--- config.mk ---
export PLATFORM = sky130hd
export DESIGN_NAME = mux_scan_sequencer
export DESIGN_NICKNAME = d
export VERILOG_FILES = /design/src/rtl/mux_scan_sequencer_pkg.sv /design/src/rtl/mux_scan_sequencer_settle_counter.sv /design/src/rtl/mux_scan_sequencer.sv
export SDC_FILE = /design/constraint.sdc
export NUM_CORES = 1
export LEC_CHECK = 0
export ABC_CLOCK_PERIOD_IN_PS = 3300
export CAP_MARGIN = 10
export CORE_UTILIZATION = 44
export DETAILED_ROUTE_END_ITERATION = 16
export PLACE_DENSITY = 0.77
export REMOVE_ABC_BUFFERS = 1
export SLEW_MARGIN = 20
export SYNTH_ARGS = -nofsm -noshare
export SYNTH_HDL_FRONTEND = slang
export SYNTH_SLANG_ARGS = --single-unit
--- constraint.sdc ---
create_clock -name clk -period 3.3 [get_ports clk]
set_clock_uncertainty 0.1 [all_clocks]
set_input_delay 0.495 -clock clk [delete_from_list [all_inputs] [get_ports clk]]
set_output_delay 0.495 -clock clk [all_outputs]
set_load 0.01 [all_outputs]
--- src/rtl/mux_scan_sequencer_pkg.sv ---
// Shared types and constants for the 4:1 mux scan sequencer.
// State encodings are fixed so they line up with external debug probes.
package mux_scan_sequencer_pkg;

  typedef enum logic [1:0] {
    StIdle   = 2'd0,
    StSettle = 2'd1,
    StSample = 2'd2,
    StDone   = 2'd3
  } state_e;

  localparam logic [1:0] ScanLast = 2'd3;

  // Counter width that can hold 0..settle, never narrower than one bit.
  function automatic int unsigned cnt_width(input int unsigned settle);
    return (settle == 0) ? 1 : $clog2(settle + 1);
  endfunction

endpackage

--- src/rtl/mux_scan_sequencer_settle_counter.sv ---
// Settle-time counter: counts enabled cycles from zero.
// tc_o flags the last settle cycle before a sample.
module mux_scan_sequencer_settle_counter
  import mux_scan_sequencer_pkg::*;
#(
  parameter int unsigned SettleCycles = 2
) (
  input  logic clk_i,
  input  logic rst_ni,
  input  logic clear_i,
  input  logic enable_i,
  output logic tc_o
);

  localparam int unsigned CntW = cnt_width(SettleCycles);
  localparam logic [CntW-1:0] Last = CntW'((SettleCycles == 0) ? 0 : SettleCycles - 1);

  logic [CntW-1:0] count_q, count_d;

  always_comb begin
    count_d = count_q;
    if (clear_i) begin
      count_d = '0;
    end else if (enable_i) begin
      count_d = count_q + CntW'(1);
    end
  end

  always_ff @(posedge clk_i or negedge rst_ni) begin
    if (!rst_ni) begin
      count_q <= '0;
    end else begin
      count_q <= count_d;
    end
  end

  assign tc_o = (count_q == Last);

endmodule

--- src/rtl/mux_scan_sequencer.sv ---
// Walks a 4:1 mux through all four select values, samples each after a settle
// time, and presents the assembled 4-bit word on a valid/ready handshake.
module mux_scan_sequencer
  import mux_scan_sequencer_pkg::*;
#(
  parameter int unsigned SETTLE_CYCLES = 2
) (
  input  logic       clk,
  input  logic       reset_n,
  input  logic       start,
  input  logic       mux_out,
  output logic       addr0,
  output logic       addr1,
  output logic       busy,
  output logic       word_valid,
  input  logic       word_ready,
  output logic [3:0] word
);

  // With no settle time the SETTLE state is skipped entirely.
  localparam bit Bypass = (SETTLE_CYCLES == 0);

  state_e     state_q;
  logic [1:0] index_q;
  logic [3:0] word_q;
  logic       busy_q;
  logic       valid_q;
  logic       cnt_clear;
  logic       cnt_enable;
  logic       cnt_tc;

  // The count restarts from zero on every entry into SETTLE.
  assign cnt_clear  = (state_q == StIdle) || (state_q == StSample);
  assign cnt_enable = (state_q == StSettle);

  mux_scan_sequencer_settle_counter #(
    .SettleCycles(SETTLE_CYCLES)
  ) u_settle_counter (
    .clk_i   (clk),
    .rst_ni  (reset_n),
    .clear_i (cnt_clear),
    .enable_i(cnt_enable),
    .tc_o    (cnt_tc)
  );

  always_ff @(posedge clk or negedge reset_n) begin
    if (!reset_n) begin
      state_q <= StIdle;
      index_q <= 2'd0;
      word_q  <= 4'b0000;
      busy_q  <= 1'b0;
      valid_q <= 1'b0;
    end else begin
      unique case (state_q)
        StIdle: begin
          if (start) begin
            index_q <= 2'd0;
            busy_q  <= 1'b1;
            state_q <= Bypass ? StSample : StSettle;
          end
        end
        StSettle: begin
          if (cnt_tc) begin
            state_q <= StSample;
          end
        end
        StSample: begin
          word_q[index_q] <= mux_out;
          if (index_q == ScanLast) begin
            valid_q <= 1'b1;
            state_q <= StDone;
          end else begin
            index_q <= index_q + 2'd1;
            state_q <= Bypass ? StSample : StSettle;
          end
        end
        StDone: begin
          if (word_ready) begin
            valid_q <= 1'b0;
            busy_q  <= 1'b0;
            state_q <= StIdle;
          end
        end
        default: state_q <= StIdle;
      endcase
    end
  end

  // Select lines come straight from the index register.
  assign addr0      = index_q[1];
  assign addr1      = index_q[0];
  assign busy       = busy_q;
  assign word_valid = valid_q;
  assign word       = word_q;

endmodule

# [Word level (Yosys, flattened, before mapping)]
# Index checks and enable logic that the tools add are counted.
[totals] ff_bits=12 latchBits=0 ramBits=0 rom_bits=0 inputBits=5 out_inout_bits=8 elab_cells=49 memories=0
[op_classes] add_sub_neg=2 multipliers=0 div=0 n_lt_le_gt_ge=2 eq_ne=10 n_shift=0 n_mux=18 n_bitwise=0 reduce_logical=11
[ops] cell="2-bit two-way mux" n=8
[ops] cell="3-bit AND reduction" n=4
[ops] cell="2-bit case mux with 4 select lines" n=1
[ops] cell="2-bit nonzero test" n=4
[ops] cell="2-bit == test, second input constant" n=3
[ops] cell="2-bit inequality test, second input constant" n=3
[ops] cell="2-bit by 1-bit adder with 2-bit output, second input constant" n=2
[ops] cell="4-bit bitwise mux" n=1
[ops] cell="2-bit by 1-bit == test with 1-bit output, second input constant" n=2
[ops] cell="1-bit two-way mux" n=4
[ops] cell="2-bit by 1-bit inequality test with 1-bit output, second input constant" n=2
[ops] cell="1-bit case mux with 2 select lines" n=2
[ops] cell="2-bit case mux with 2 select lines" n=1
[ops] cell="2-bit by 3-bit < comparator with 1-bit output, second input constant" n=1
[ops] cell="1-bit demux with 2-bit select" n=1
[ops] cell="2-bit by 1-bit greater-or-equal comparator with 1-bit output, second input constant" n=1
[ops] cell="2-bit zero test" n=1
[ops] cell="1-bit logical AND" n=1
[ops] cell="1-bit logical OR" n=1

# [Logic depth before layout (Yosys ltp)]
# Gate-level depths: netlist of run 1.
[logic_depth] depth_word=5 ltp_mapped=5 mapped_depth_nobuf=5

# [Modules after synthesis]
# From an unflattened synthesis of run 1, not the netlist that was laid out.
[hier_totals] hier_cells=57 area_unflattened_um2=600.6
[by_module_without_submodules] module="mux_scan_sequencer" instances=1 cells_per_inst=49 area_per_inst_um2=510.5 seq_area_each_um2=250.2
[by_module_without_submodules] module="mux_scan_sequencer_settle_counter" instances=1 cells_per_inst=8 area_per_inst_um2=90.1 seq_area_each_um2=50.0

# [Worst setup path after synthesis of run 1]
# Ideal clock, no wire load.
[synth_path] path_type="register to register" start="register index_q[0]" end="register word_q[3], in the netlist word[3]" setup_ps=125 arrival_ps=1198 required_ps=3075 path_slack_ps=1877 stages_incl_launch_ff=4 n_path_buf=0 period_less_slack_ps=1423 path_cell_list="dfrtp_1 ha_1 and3_4 mux2_4"
[synth_between] elab_chain_len=5 word_cells_on_any_way=6 classes_between="order compare: 2; mux: 3; reduce/logical: 1"
[synth_lines] element="from (decl)" line="mux_scan_sequencer.sv:24" rtl="logic [1:0] index_q;"
[synth_lines] element="from (signal assigned)" line="mux_scan_sequencer.sv:73" rtl="index_q <= index_q + 2'd1;"
[synth_lines] element="2-bit by 3-bit < comparator with 1-bit output (implied by the code) / 2-bit by 1-bit greater-or-equal comparator with 1-bit output (equally long branches)" line="mux_scan_sequencer.sv:68" rtl="word_q[index_q] <= mux_out;"
[synth_lines] element="1-bit logical AND (implied by the code)" line="mux_scan_sequencer.sv:68"
[synth_lines] element="1-bit two-way mux (implied by the code)" line="mux_scan_sequencer.sv:68"
[synth_lines] element="1-bit demux with 2-bit select *" line="mux_scan_sequencer.sv:68"
[synth_lines] element="4-bit bitwise mux *" line="mux_scan_sequencer.sv:68"
[synth_lines] element="to (signal, indexed assignment)" line="mux_scan_sequencer.sv:68"
[synth_lines] element="to (decl)" line="mux_scan_sequencer.sv:25" rtl="logic [3:0] word_q;"
# Mark *: on every way between the ends. The rest lies on a longest branch, timed or not.
# A chain may end at the register's enable or synchronous reset.

# [Worst setup path after layout of run 1]
[layout_path] start="register index_q[0]" end="output addr1"
[layout_lines] element="to (decl)" line="mux_scan_sequencer.sv:13" rtl="output logic addr1,"
# No word-level cell between the ends.

==> results of run 1 <==
[registers in the layout (all words and copies together), names as in the netlist]
register	count
word_valid	1
word	4
index_q	2
state_q	2
u_settle_counter.count_q	2
busy	1
[final cells by class]
| type | instances | area share [%] |
|---|---|---|
| sequential | 12 | 39.0 |
| multi-input combinational | 40 | 36.4 |
| timing repair buffer | 12 | 15.6 |
| clock buffer | 4 | 4.72 |
| tap | 14 | 2.28 |
| inverter | 4 | 1.95 |
[metal layers]
| metal | share of wire [%] | track usage [%] |
|---|---|---|
| met5 | 0 | 0 |
| met4 | 0.96 | 12.9 |
| met3 | 4.2 | 3.47 |
| met2 | 47 | 26.3 |
| met1 | 48 | 23.4 |
[per-stage QoR]
stage          power [W]  utilization [%]
4_1_cts         0.000701             64.9
6_report        0.000692             64.9
2_1_floorplan   0.000445                -
3_5_place_dp    0.000582             61.8
3_3_place_gp    0.000569             61.8
5_1_grt         0.000753             64.9
[power breakdown]
group / total [W] / switching (W) / internal [W]
clock network: 0.000115 / 0.0000477 / 0.0000670
registers: 0.000281 / 0.0000688 / 0.000212
logic: 0.000296 / 0.000127 / 0.000170
[cell usage after synthesis]
| cell | number |
|---|---|
| nor3_1 | 1 |
| inv_1 | 3 |
| mux2_2 | 3 |
| nand2_1 | 9 |
| nand3b_1 | 1 |
| o21ai_0 | 6 |
| mux2_4 | 1 |
| inv_2 | 1 |
| nor2_1 | 4 |
| a21oi_1 | 3 |
| a22o_1 | 3 |
| and3_4 | 1 |
| xor2_1 | 1 |
| dfrtp_1 | 12 |
| ha_1 | 5 |
| a21o_1 | 1 |
| and2b_2 | 1 |
| buf_2 | 1 |
[worst register-to-register path, stage by stage, from the launching register on]
cell	delay (ns)
dfrtp_1	0.46
ha_1	0.30
and3_4	0.22
mux2_4	0.29
[cells by family (layout without fill, tap and decap cells)]
family | count (synthesis) | count (layout) | share of synthesized area [%]
and+or+nand+nor | 17 | 17 | 13.5
AOI/OAI and AO/OA | 13 | 13 | 13.1
DFF | 12 | 12 | 50.0
adders and majority gates | 5 | 5 | 10.4
buffers and inverters | 5 | 20 | 3.33
muxes | 4 | 4 | 8.12
xor gates and xnor gates | 1 | 1 | 1.46
[how the worst max path moves through the flow]
stage	from	endpoint	cells after the start
2_1_floorplan	index_q[0]$_DFFE_PN0P_	word[3]$_DFFE_PN0P_	3
3_3_place_gp	index_q[0]$_DFFE_PN0P_	addr1	1
3_5_place_dp	index_q[0]$_DFFE_PN0P_	addr1	1
4_1_cts	index_q[0]$_DFFE_PN0P_	addr1	1
5_1_grt	index_q[0]$_DFFE_PN0P_	addr1	1
6_report	index_q[0]$_DFFE_PN0P_	addr1	1
==> run summary, run 1 <==
P per Cell Area: 899 nW/um^2
final setup TNS: 0 ns
top-level port count: 13
commonest non-fill, non-tap cells in the layout: dfrtp_1, clkdlybuf4s50_1, nand2_1
final worst slack: 1.40 ns
post-synthesis cell area: 601 sq um
antenna violation net count after detailed routing: 0
RSZ-0062 raised after global routing: false
multi-input logic area: 280 sq um
Core Region: 1190 sq um
Yosys top cell by area: dfrtp_1
CP Launch Type: flip-flop
final setup fails: 0
Slowest cell on crit path: clkdlybuf4s50_1
initial antenna violation count: 0
Reg2Reg Capture Point: word[3]$_DFFE_PN0P_
Total GRT Usage: 18.0%
VDD IR max: 384 uV
design area: 769 sq um
Syn Inst Count: 57
Rows: 12
Avg Cell Area, Syn: 10.5 sq um
synthesis-stage register bit count: 12
Hold Buf Count CTS: 0
register area: 300 sq um
CP delay by family, top: buffers and inverters
drt total wl: 1040 um
crit path cell chain: clkdlybuf4s50_1
Area Growth Syn to Fin: 28.1%
# DRC: 0
Resize count post-CTS: 0
sequential fraction of the synthesis area: 50.0%
Die H: 38.9 um
WHS Endpoint: word[2]$_DFFE_PN0P_
final hold vios: 0
Place WS: 1.68 ns
DR pass1 iterations: 4
Setup CP Type: reg -> out
Unique masters post-synth: 18
WP data required: 2.70 ns
hold slack: 0.411 ns
GR Overflow Total: 0
routability cong.: 0.691
fillers: 110
Port Buffer Count: 12
vias in the first global route: 413
H-tree Lvls: 1
total number of vias: 442
worst skew pair latency: 0.27 ns
first-pass GRT wire length: 1770 um
Buf/Inv on CP: 1
Synth area leaders: dfrtp_1, ha_1, nand2_1
CP max stage delay: 0.58 ns
CTS Buf Count: 3
Post-DP HPWL: 735 um
Ys Warns: 0
HP Class: reg -> reg
clock slew at reported path FFs: 0.07 ns
final period utilization: 57.6%
largest net degree at the start of global routing: 16
Leakage: 0.357 nW
Non-Filler Instances: 86
Worst Setup End Kind: primary output
Slew headroom: 62.8%
ant diodes: 0
placed inst area: 733 sq um
flop2flop setup slack: 1.82 ns
layout cells sized above 1: 15.3%
dpl cells: 82
max_cap viols: 0
Worst EP arrival: 1.31 ns
top cell type's share of synthesized area: 50.0%
hold path start: word[2]$_DFFE_PN0P_
Achievable Freq: 526 MHz
vias per cell: 5.14
clock sinks: 12
hold path depth: 1
CTS tree: built
post-CTS setup buffers: 0
Tmin final: 1.90 ns
result of the run: complete, no violations
Die Wd: 38.9 um
initial core utilization: 50.6%
CP max FO: 7
final net count: 83
Slew Limit Fails: 0
worst r2r src: index_q[0]$_DFFE_PN0P_
actual slew at the worst max-slew pin: 0.557 ns
Worst R2R Path Depth: 3
die area: 1520 sq um
Clock Tree Buf Depth: 2
Root Driver: clkbuf_4
initial drt markers: 21
DR WL/cell: 12.1 um
(Power assumes the default switching activity.)
==> run 2: changes to the inputs <==
- ABC_CLOCK_PERIOD_IN_PS: 3300 -> 1780
- clock period: 3.3 -> 1.78 ns (I/O delays scaled with it)
==> run 2 against run 1 <==
Effect of this change:
- hold slack worse by 0.18 ns
- die area unchanged
- global-route usage up 0.088 points
- sequential power up 78%
- register-to-register slack worse by 1.5 ns
- sequential share of layout area down 0.38 points
- worst setup slack worse by 1.3 ns
- core utilization up 0.63 points
- via count up 3.2%
- highest routed layer unchanged
==> run summary, run 2 (same netlist as run 1, synthesis figures left out) <==
Worst Setup End Kind: primary output (unchanged)
worst skew pair latency: 0.27 ns (about the same)
Tmin final: 1.68 ns
routability cong.: 0.634 (was 0.691)
Resize count post-CTS: 0 (unchanged)
flop2flop setup slack: 0.30 ns (was 1.82 ns)
initial core utilization: 50.6% (unchanged)
Worst EP arrival: 1.31 ns (about the same)
Slew headroom: 65.5% (was 62.8%)
Reg2Reg Capture Point: word[3]$_DFFE_PN0P_ (unchanged)
WP data required: 1.41 ns (was 2.70 ns)
final setup fails: 0 (unchanged)
CP delay by family, top: buffers and inverters (unchanged)
commonest non-fill, non-tap cells in the layout: dfrtp_1, clkdlybuf4s50_1, nand2_1 (unchanged)
Buf/Inv on CP: 1 (unchanged)
GR Overflow Total: 0 (unchanged)
Leakage: 0.362 nW (was 0.357 nW)
Post-DP HPWL: 786 um (was 735 um)
final worst slack: 0.102 ns (was 1.40 ns)
Slowest cell on crit path: clkdlybuf4s50_1 (unchanged)
CTS tree: built (unchanged)
Rows: 12 (unchanged)
VDD IR max: 829 uV (was 384 uV)
layout cells sized above 1: 16.4% (was 15.3%)
largest net degree at the start of global routing: 14 (was 16)
post-CTS setup buffers: 0 (unchanged)
CP max stage delay: 0.58 ns (about the same)
antenna violation net count after detailed routing: 0 (unchanged)
max FFs per register: 4 (unchanged)
vias in the first global route: 429 (was 413)
initial antenna violation count: 0 (unchanged)
Clock Tree Buf Depth: 2 (unchanged)
drt total wl: 1060 um (was 1040 um)
CP Launch Type: flip-flop (unchanged)
final net count: 84 (was 83)
crit path cell chain: clkdlybuf4s50_1 (unchanged)
Port Buffer Count: 12 (unchanged)
result of the run: complete, no violations (unchanged)
actual slew at the worst max-slew pin: 0.515 ns (was 0.557 ns)
initial drt markers: 6 (was 21)
top-level port count: 13 (unchanged)
total number of vias: 456 (was 442)
DR WL/cell: 12.2 um (was 12.1 um)
# DRC: 0 (unchanged)
H-tree Lvls: 1 (unchanged)
max_cap viols: 0 (unchanged)
CTS Buf Count: 3 (unchanged)
Place WS: 0.329 ns (was 1.68 ns)
Core Region: 1190 sq um (unchanged)
Root Driver: clkbuf_4 (unchanged)
Hold Buf Count CTS: 0 (unchanged)
Area Growth Syn to Fin: 29.4% (was 28.1%)
Achievable Freq: 596 MHz
ant diodes: 0 (unchanged)
CP max FO: 7 (unchanged)
first-pass GRT wire length: 1800 um (was 1770 um)
clock slew at reported path FFs: 0.08 ns (was 0.07 ns)
vias per cell: 5.24 (was 5.14)
die area: 1520 sq um (unchanged)
RSZ-0062 raised after global routing: false (unchanged)
HP Class: in -> async (was reg -> reg)
Total GRT Usage: 18.1% (was 18.0%)
Worst R2R Path Depth: 3 (unchanged)
final setup TNS: 0 ns (unchanged)
Die Wd: 38.9 um (unchanged)
hold slack: 0.229 ns (was 0.411 ns)
Slew Limit Fails: 0 (unchanged)
Die H: 38.9 um (unchanged)
P per Cell Area: 1680 nW/um^2 (was 899 nW/um^2)
clock sinks: 12 (unchanged)
final hold vios: 0 (unchanged)
final period utilization: 94.2%
DR pass1 iterations: 4 (unchanged)
Setup CP Type: reg -> out (unchanged)
worst r2r src: index_q[0]$_DFFE_PN0P_ (unchanged)
## run 2: changes by cell type in the layout (fill, tap and decap cells not counted)
cell / delta
buf_4: +1
## run 2: routing by layer
layer	track usage, %	up-vias	share of wire, %
met3	3.47	4	4.2
met5	0	-	0
met2	27.9	15	50
met1	23.4	212	44
li1	-	225	-
met4	10.3	0	1.3
## run 2: layout make-up
cell class / count / area, sq um
Fill cell: 105 / 409
Clock buffer: 4 / 36.3
Sequential cell: 12 / 300
Multi-Input combinational cell: 40 / 280
Timing Repair Buffer: 13 / 128
Tap cell: 14 / 17.5
Inverter: 4 / 15.0
## run 2: worst max-delay path by stage
| stage | from | end | cells past startpoint |
|---|---|---|---|
| 2_1_floorplan | index_q[0]$_DFFE_PN0P_ | word[3]$_DFFE_PN0P_ | 3 |
| 6_report | index_q[0]$_DFFE_PN0P_ | addr1 | 1 |
| 3_3_place_gp | index_q[0]$_DFFE_PN0P_ | word[3]$_DFFE_PN0P_ | 3 |
| 5_1_grt | index_q[0]$_DFFE_PN0P_ | addr1 | 1 |
| 4_1_cts | index_q[0]$_DFFE_PN0P_ | addr1 | 1 |
| 3_5_place_dp | index_q[0]$_DFFE_PN0P_ | word[3]$_DFFE_PN0P_ | 3 |
## run 2: through the flow
step           power (W)  cells  cell area [sq um]  utilization (%)
2_1_floorplan   0.000825     56                596                -
3_3_place_gp     0.00107     83                741             62.4
3_5_place_dp     0.00110     83                741             62.4
4_1_cts          0.00132     87                777             65.5
5_1_grt          0.00142     87                777             65.5
6_report         0.00131     87                777             65.5
## run 2: power by group
group          switching, W  internal (W)
logic              0.000263      0.000325
registers          0.000107      0.000394
clock network     0.0000932      0.000124
